`config.mk`:
```
export PLATFORM = sky130hd
export DESIGN_NAME = score_display
export DESIGN_NICKNAME = d
export VERILOG_FILES = /design/src/rtl/score_display.sv
export SDC_FILE = /design/constraint.sdc
export NUM_CORES = 1
export LEC_CHECK = 0
export ABC_AREA = 1
export ABC_CLOCK_PERIOD_IN_PS = 1800
export BUFFER_PORTS_ARGS = -buffer_cell sky130_fd_sc_hd__buf_4
export CAP_MARGIN = 20
export CORE_MARGIN = 1
export CORE_UTILIZATION = 35
export DETAILED_ROUTE_END_ITERATION = 10
export PLACE_DENSITY_LB_ADDON = 0.05
export REMOVE_ABC_BUFFERS = 1
export SYNTH_ARGS = -nofsm -noshare
export SYNTH_HDL_FRONTEND = slang
export SYNTH_SLANG_ARGS = --single-unit
```
`constraint.sdc`:
```
create_clock -name clk_100MHz -period 1.8 [get_ports clk_100MHz]
set_input_delay 0.18 -clock clk_100MHz [delete_from_list [all_inputs] [get_ports clk_100MHz]]
set_output_delay 0.18 -clock clk_100MHz [all_outputs]
set_load 0.01 [all_outputs]
```
`src/rtl/score_display.sv`:
```
// Pong score keeper: two BCD scores, winner detect, 4-digit 7-seg mux.
// Optional SCORE_LZB_EN: blank a player's tens digit when it is zero.
module score_display #(
  parameter int REFRESH_BITS = 18,
  parameter int WIN_SCORE    = 11,
  parameter int BLINK_CYCLES = 25_000_000
) (
  input  logic       clk_100MHz,
  input  logic       reset,
  input  logic       score_l,
  input  logic       score_r,
  input  logic       clr,
  output logic       game_over,
  output logic       winner,
  output logic [6:0] seg,
  output logic [3:0] av
);

  localparam int BW = $clog2(BLINK_CYCLES + 1);
  localparam logic [3:0] WIN_T = 4'(WIN_SCORE / 10);
  localparam logic [3:0] WIN_U = 4'(WIN_SCORE % 10);
  localparam logic [BW-1:0] B_LAST = BW'(BLINK_CYCLES - 1);
  localparam logic [BW-1:0] B_ONE = BW'(1);
  localparam logic [REFRESH_BITS-1:0] C_ONE = REFRESH_BITS'(1);
  localparam logic [6:0] BLANK = 7'h7F;

  logic l_s, l_h, r_s, r_h;
  logic edge_l, edge_r;
  logic [3:0] lt, lu, rt, ru;
  logic [3:0] nlt, nlu, nrt, nru;
  logic hit_l, hit_r;
  logic [REFRESH_BITS-1:0] cnt;
  logic [BW-1:0] bcnt;
  logic phase;
  logic [1:0] sel;
  logic [3:0] dig;
  logic [3:0] av_n;
  logic tens_pos, left_pos, blank;

  assign edge_l = l_s & ~l_h;
  assign edge_r = r_s & ~r_h;

  // Input synchronisers and rising-edge history
  always_ff @(posedge clk_100MHz) begin
    if (!reset) begin
      l_s <= 1'b1;
      l_h <= 1'b1;
      r_s <= 1'b1;
      r_h <= 1'b1;
    end else begin
      l_s <= score_l;
      l_h <= l_s;
      r_s <= score_r;
      r_h <= r_s;
    end
  end

  // Next BCD scores and win detection
  always_comb begin
    nlt = lt;
    nlu = lu;
    nrt = rt;
    nru = ru;
    if (edge_l) begin
      if (lu == 4'd9) begin
        nlu = 4'd0;
        nlt = (lt == 4'd9) ? 4'd0 : lt + 4'd1;
      end else begin
        nlu = lu + 4'd1;
      end
    end
    if (edge_r) begin
      if (ru == 4'd9) begin
        nru = 4'd0;
        nrt = (rt == 4'd9) ? 4'd0 : rt + 4'd1;
      end else begin
        nru = ru + 4'd1;
      end
    end
    hit_l = edge_l && nlt == WIN_T && nlu == WIN_U;
    hit_r = edge_r && nrt == WIN_T && nru == WIN_U;
  end

  // Score registers, game_over and winner
  always_ff @(posedge clk_100MHz) begin
    if (!reset || clr) begin
      lt <= 4'd0;
      lu <= 4'd0;
      rt <= 4'd0;
      ru <= 4'd0;
      game_over <= 1'b0;
      winner <= 1'b0;
    end else if (!game_over) begin
      lt <= nlt;
      lu <= nlu;
      rt <= nrt;
      ru <= nru;
      if (hit_l || hit_r) begin
        game_over <= 1'b1;
        winner <= ~hit_l;
      end
    end
  end

  // Free-running digit refresh counter
  always_ff @(posedge clk_100MHz) begin
    if (!reset) cnt <= '0;
    else cnt <= cnt + C_ONE;
  end

  // Blink phase timer, restarts in the on phase
  always_ff @(posedge clk_100MHz) begin
    if (!reset || !game_over) begin
      bcnt <= '0;
      phase <= 1'b0;
    end else if (bcnt == B_LAST) begin
      bcnt <= '0;
      phase <= ~phase;
    end else begin
      bcnt <= bcnt + B_ONE;
    end
  end

  // Digit select, anode pattern and blanking
  always_comb begin
    sel = cnt[REFRESH_BITS-1 -: 2];
    dig = ru;
    av_n = 4'b1110;
    tens_pos = 1'b0;
    left_pos = 1'b0;
    unique case (sel)
      2'd0: begin dig = ru; av_n = 4'b1110; end
      2'd1: begin dig = rt; av_n = 4'b1101; tens_pos = 1'b1; end
      2'd2: begin dig = lu; av_n = 4'b1011; left_pos = 1'b1; end
      2'd3: begin
        dig = lt;
        av_n = 4'b0111;
        tens_pos = 1'b1;
        left_pos = 1'b1;
      end
    endcase
    blank = game_over && phase && (left_pos == ~winner);
`ifdef SCORE_LZB_EN
    if (tens_pos && dig == 4'd0) blank = 1'b1;
`else
    if (tens_pos && 1'b0) blank = 1'b1;
`endif
  end

  function automatic logic [6:0] decode(input logic [3:0] d);
    logic [6:0] s;
    s = BLANK;
    case (d)
      4'd0: s = 7'b1000000;
      4'd1: s = 7'b1111001;
      4'd2: s = 7'b0100100;
      4'd3: s = 7'b0110000;
      4'd4: s = 7'b0011001;
      4'd5: s = 7'b0010010;
      4'd6: s = 7'b0000010;
      4'd7: s = 7'b1111000;
      4'd8: s = 7'b0000000;
      4'd9: s = 7'b0010000;
      default: s = BLANK;
    endcase
    return s;
  endfunction

  // Registered segment and anode drive
  always_ff @(posedge clk_100MHz) begin
    if (!reset) begin
      seg <= BLANK;
      av <= 4'hF;
    end else begin
      seg <= blank ? BLANK : decode(dig);
      av <= av_n;
    end
  end

endmodule

```
==> summary.txt, run 1 <==
drt total wl -> 8.783 mm
gr usage total -> 16.58%
Min-Delay Path Class -> primary input to flip-flop
first-pass GRT wire length -> 14.71 mm
mux cell area share after synthesis -> 0%
Post-Synth XOR/XNOR Area -> 3.194%
Seq pwr share -> 50.4%
ant diodes -> 0
WHS -> 175.8 ps
Seq/Total Area, Yosys -> 40.16%
die area -> 0.01139 mm^2
nets -> 590
area leader, netlist -> dfxtp_1
sw frac -> 20.63%
P_int -> 2.727 mW
layout cell share with drive strength beyond 1 -> 14.58%
count leader, synth -> nand2_1
Area Overhead vs Synth -> 16.66%
Synth top area share -> 40.16%
final hold viol count -> 0
largest net degree at the start of global routing -> 26
largest fanout on the critical path -> 6
setup tns final -> 0 ps
EDFF count, synth -> 0
run status -> completed
Std-Cell Rows -> 37
Starting Density -> 36.69%
NetSw -> 0.7085 mW
Max-Cap Viols -> 0
initial antenna violation count -> 0
Post-CTS Setup Repair Bufs -> 0
peak supply drop -> 396.9 uV
RSZ-0062 raised after global routing -> false
syn_area_per_cell -> 7.031 um^2
Compound-Gate Fraction of Synth Area -> 12.48%
slew margin rel. -> 68.60%
skew final -> 11.41 ps
DRC viols -> 0
period utilisation layout -> 91.37%
CP Capture Type -> flip-flop
Worst-Margin Slew -> 466.7 ps
Startpoint Class -> flip-flop
TritonCTS buffer count -> 9
Logic pwr share -> 3.0%
maximum clock frequency -> 0.6080 GHz
drt via density -> 4.748
Design Power -> 3.435 mW
Clock transition at path regs -> 80 ps
share of flip-flops with an asynchronous set or reset -> 0%
Worst EP arrival -> 1890 ps
vias in the first global route -> 3169
Gate Count Post-Synth -> 546
synth top area cells -> dfxtp_1 (40%), nand2_1 (11%), nor2_1 (7.0%)
DIE HEIGHT -> 106.7 um
synth cell count leaders -> nand2_1 (111), dfxtp_1 (77), nor2_1 (72)
final global-route overflow total -> 0
#FFs+latches synth -> 77
Avg WL per Cell -> 12.22 um
Synth Area in Adders -> 2.282%
worst skew pair latency -> 360 ps
Clock Tree Buf Depth -> 2
antenna-violating nets left -> 0
Clk network pwr share -> 46.6%
kind of critical path -> flip-flop to flip-flop
post-detail-place hpwl -> 6.564 mm
Horiz. Die Dim -> 106.7 um
simple-gate share of the synthesized area -> 32.79%
clock tree root buffer cell -> clkbuf_8
IO Count -> 18
critical path required time -> 2040 ps
synth unique cells -> 41
final setup vio count -> 0
top_reg_cell synth -> dfxtp_1
CTS tree -> yes
warnings from Yosys -> 0
max-slew violations -> 0
H-Tree Level Count -> 3
TritonRoute pass-1 iters -> 4
DR vias -> 3414
largest family of logic cells by synthesized area -> simple AND/OR/NAND/NOR gates
Mapped Area -> 0.003839 mm^2
core footprint -> 0.01046 mm^2
fillers -> 1121
Pleak -> 1.714 nW
fin crit period -> 1645 ps
IO buf count -> 17
DR iter-0 viols -> 132
GP Congestion -> 0.8083
clock tree sinks -> 77
pwr dens -> 767.1 mW/mm^2
## flip-flops by register name, indices dropped and copies added (netlist names)
signal and count:
av 4, bcnt 25, cnt 18, game_over 1
l_h 1, l_s 1, lt 4, lu 4
phase 1, r_h 1, r_s 1, rt 4
ru 4, seg 7, winner 1
## worst max-delay path, stage by stage (launching register included)
cell and delay, ps:
dfxtp_2 370, nand2_1 150, inv_1 70, nand2_1 60, nand3_1 100, a21oi_2 170, ha_1 260, or2_1 240
nand2_1 70, nand2_1 40
## placed cells by master (no fill, tap or decap), drive strengths merged
cell / netlist / layout
a211o: 1 / 1
a211oi: 2 / 2
a21boi: 1 / 1
a21oi: 31 / 31
a31oi: 3 / 3
and3: 3 / 3
buf: 5 / 30
bufinv: 0 / 3
clkbuf: 6 / 12
clkinv: 0 / 1
dfxtp: 77 / 77
dlygate4sd3: 0 / 2
ha: 7 / 7
inv: 77 / 77
nand2: 116 / 116
nand3: 33 / 33
nand3b: 1 / 1
nand4: 17 / 17
nor2: 80 / 80
nor3: 17 / 17
nor3b: 5 / 5
nor4: 4 / 4
o211ai: 6 / 6
o21a: 3 / 3
o21ai: 30 / 30
o21bai: 1 / 1
o22ai: 1 / 1
o31ai: 2 / 2
or2: 3 / 3
xnor2: 3 / 3
xor2: 11 / 11
## area by class of cell
cell class	instances	area, um^2	area share, %
repair buffers	32	257.7	5.756
clock inverters	4	95.09	2.124
inverters	77	289.0	6.454
clock buffers	12	145.1	3.241
well taps	136	170.2	3.800
flip-flops and latches	77	1544	34.48
multi-input cells	381	1977	44.15
## metrics by stage
stage	std cells	setup WS (ps)	util [%]	cell area (um^2)
floorplan	535	108.0	-	3779
global placement	701	98.77	40.01	4187
detailed placement	701	63.06	40.01	4187
CTS	719	43.67	42.50	4447
global route	719	15.08	42.80	4478
finish	719	155.3	42.80	4478
## power groups by stage
stage          logic [mW]  registers, mW  clock network, mW
6_report            0.104           1.73               1.60
5_1_grt             0.118           1.73               1.72
4_1_cts             0.106           1.73               1.64
3_5_place_dp        0.102           1.77                  0
3_3_place_gp        0.102           1.77                  0
2_1_floorplan      0.0464           1.77                  0
## final timing paths
| kind | cells after the start | to | start | slack (ps) |
|---|---|---|---|---|
| worst max-delay path | 9 | seg[3] | cnt[16] | 160 |
| worst max register to register | 9 | seg[3] | cnt[16] | 160 |
| worst min-delay path | 3 | cnt[0] | reset | 180 |
| worst min register to register | 1 | cnt[0] | cnt[0] | 450 |
## per-layer routing
metal,vias to the layer above,share of wire (%),GRT usage [%]
met2,35,48,28.34
met4,0,1.3,5.773
met5,-,0,0
li1,1830,-,-
met1,1539,48,20.23
met3,10,2.6,4.012
## what timing repair did
item	CTS	global route
hold buffers	2	0
gates resized for setup	0	10
endpoints found under the hold margin	2	0
endpoints found under the setup margin	0	21
## cell families after synthesis
| group | after synthesis |
|---|---|
| simple gates | 279 |
| compound gates | 81 |
| fa+ha+maj | 7 |
| buf+inv | 88 |
| xor+xnor | 14 |
| flops | 77 |
Note: power is estimated with default switching activity, not from simulation.
==> run 2: changes to the inputs <==
==> constraint.sdc (replaced) <==
create_clock -name clk_100MHz -period 1.8 [get_ports clk_100MHz]
set_input_delay 0.45 -clock clk_100MHz [delete_from_list [all_inputs] [get_ports clk_100MHz]]
set_output_delay 0.45 -clock clk_100MHz [all_outputs]
set_load 0.01 [all_outputs]
==> run 2 against run 1 <==
Compared with the run above:
- via count down 0.21%
- routed wire length down 1.3%
- count of clock-buffer cells in the layout down 2
- clock power down 8%
- register-to-register slack about the same
- cell count down 0.14%
- setup slack better by 9.6 ps
- non-clock buffer count down 1
- critical path type unchanged
- sequential share of layout area up 0.36 points
- combinational power down 4%
- die area unchanged
==> summary.txt, run 2 (same netlist as run 1, synthesis figures left out) <==
layout cell share with drive strength beyond 1 -> 14.60% (was 14.58%)
skew final -> 13.08 ps (was 11.41 ps)
Design Power -> 3.300 mW (was 3.435 mW)
Cells after DPL -> 701 (unchanged)
Worst path most repeated cell -> nand2_1 (unchanged)
Area Overhead vs Synth -> 15.45% (was 16.66%)
final hold viol count -> 0 (unchanged)
final worst slack -> 164.9 ps (was 155.3 ps)
Biggest register -> bcnt (unchanged)
Cell Area, Placed -> 0.004187 mm^2 (unchanged)
core footprint -> 0.01046 mm^2 (unchanged)
Horiz. Die Dim -> 106.7 um (unchanged)
vias in the first global route -> 3198 (was 3169)
GP Congestion -> 0.8228 (was 0.8083)
setup tns final -> 0 ps (unchanged)
Final Core Density -> 42.36% (was 42.80%)
period utilisation layout -> 90.84% (was 91.37%)
Reg2Reg Depth -> 9 (unchanged)
gr usage total -> 16.38% (was 16.58%)
WHS -> 293.9 ps (was 175.8 ps)
most frequent cells in the layout -> nand2_1 (110), dfxtp_1 (75), inv_1 (71) (was nand2_1 (111), dfxtp_1 (75), inv_1 (71))
biggest regs -> bcnt (25), cnt (18), seg (7) (unchanged)
Layout Cells excl Fill -> 718 (was 719)
TritonRoute pass-1 iters -> 4 (unchanged)
critical path required time -> 2040 ps (about the same)
slack of the worst reg-to-reg path -> 160 ps (about the same)
clock tree root buffer cell -> clkbuf_8 (unchanged)
end point of the critical path -> seg[3] (unchanged)
Min-Delay Path Class -> primary input to flip-flop (unchanged)
worst skew pair latency -> 350 ps (was 360 ps)
Pleak -> 1.702 nW (was 1.714 nW)
pre-CTS setup slack -> 102.5 ps (was 63.06 ps)
initial antenna violation count -> 0 (unchanged)
largest fanout on the critical path -> 4 (was 6)
H-Tree Level Count -> 3 (unchanged)
crit path from -> cnt[17] (was cnt[16])
slowest cell delay on critical path -> 350 ps (was 370 ps)
drt via density -> 4.745 (was 4.748)
Worst EP arrival -> 1870 ps (was 1890 ps)
fin crit period -> 1635 ps (was 1645 ps)
FF-to-FF Start -> cnt[17] (was cnt[16])
Worst path slowest cell -> dfxtp_2 (unchanged)
first-pass GRT wire length -> 14.77 mm (was 14.71 mm)
Avg WL per Cell -> 12.07 um (was 12.22 um)
CTS tree -> yes (unchanged)
slew margin rel. -> 69.90% (was 68.60%)
ant diodes -> 0 (unchanged)
DR vias -> 3407 (was 3414)
nets -> 589 (was 590)
CP Capture Type -> flip-flop (unchanged)
TritonCTS buffer count -> 9 (unchanged)
peak supply drop -> 309.6 uV (was 396.9 uV)
Max-Cap Viols -> 0 (unchanged)
Final Instance Area -> 0.004432 mm^2 (was 0.004478 mm^2)
max-slew violations -> 0 (unchanged)
die area -> 0.01139 mm^2 (unchanged)
Std-Cell Rows -> 37 (unchanged)
run status -> completed (unchanged)
antenna-violating nets left -> 0 (unchanged)
DIE HEIGHT -> 106.7 um (unchanged)
final global-route overflow total -> 0 (unchanged)
DRC viols -> 0 (unchanged)
Startpoint Class -> flip-flop (unchanged)
IO Count -> 18 (unchanged)
RR Endpoint -> seg[3] (unchanged)
max reg flops -> 25 (unchanged)
pwr dens -> 744.7 mW/mm^2 (was 767.1 mW/mm^2)
final setup vio count -> 0 (unchanged)
clock tree sinks -> 77 (unchanged)
Worst-Margin Slew -> 447.4 ps (was 466.7 ps)
DR iter-0 viols -> 150 (was 132)
Clock Tree Buf Depth -> 2 (unchanged)
Starting Density -> 36.69% (unchanged)
largest net degree at the start of global routing -> 26 (unchanged)
most common cell after layout, fill and taps aside -> nand2_1 (unchanged)
kind of critical path -> flip-flop to flip-flop (unchanged)
IO buf count -> 17 (unchanged)
maximum clock frequency -> 0.6116 GHz (was 0.6080 GHz)
drt total wl -> 8.665 mm (was 8.783 mm)
Clock transition at path regs -> 80 ps (about the same)
critical-path cell list -> buf_4 > nor2_2 > nand2_1 > nand3_1 > a21oi_2 > ha_1 > or2_1 > nand2_1 > nand2_1 (was nand2_1 > inv_1 > nand2_1 > nand3_1 > a21oi_2 > ha_1 > or2_1 > nand2_1 > nand2_1)
post-detail-place hpwl -> 6.505 mm (was 6.564 mm)
[run 2: cell count changes in the layout (fill, tap and decap cells not counted), sizes merged]
cell	delta
dlygate4sd3	-2
clkinvlp	+1
clkbuf	-2
bufinv	-1
buf	+1
clkinv	+2
[run 2: layout make-up]
| type | instances | area, um^2 |
|---|---|---|
| clock buffer | 10 | 137.6 |
| clock inverter | 6 | 86.33 |
| multi-input combinational | 381 | 1959 |
| sequential | 77 | 1544 |
| timing repair buffer | 31 | 245.2 |
| tap | 136 | 170.2 |
| inverter | 77 | 289.0 |
| fill | 1100 | 6031 |
[run 2: metal layers]
| layer | GRT usage (%) | share of wire (%) | vias to the layer above |
|---|---|---|---|
| met1 | 20.14 | 48 | 1519 |
| met3 | 3.161 | 2.4 | 12 |
| met2 | 28.11 | 48 | 47 |
| met4 | 6.360 | 2.1 | 0 |
| li1 | - | - | 1829 |
| met5 | 0 | 0 | - |
[run 2: power by group]
group          total (mW)  switching, mW  leakage (nW)  internal [mW]
sequential           1.73        0.00919         0.626           1.72
clock                1.47          0.653         0.112          0.816
combinational      0.0997         0.0567         0.964         0.0430
[run 2: worst max-delay path, delay by kind of cell (launching register included)]
family | cells | cell delay, ps
fa+ha+maj | 1 | 270
flops | 1 | 350
buf+inv | 1 | 150
compound gates | 1 | 60
simple gates | 6 | 720
[run 2: worst min-delay path by stage]
stage	from	endpoint	slack, ps	cells after the start
final	score_l	l_s	290	2
after CTS	score_l	l_s	270	2
after global routing	score_r	r_s	280	2
after detailed placement	r_s	r_h	440	2
after floorplan	cnt[0]	cnt[0]	410	1
after global placement	cnt[0]	cnt[0]	420	1
[run 2: repair_timing]
action | 4_1_cts | 5_1_grt
endpoints found under the hold margin | 0 | 0
hold buffers | 0 | 0
gates resized for setup | 0 | 6
setup endpoints to repair | 0 | 30
buffers inserted | 0 | 1
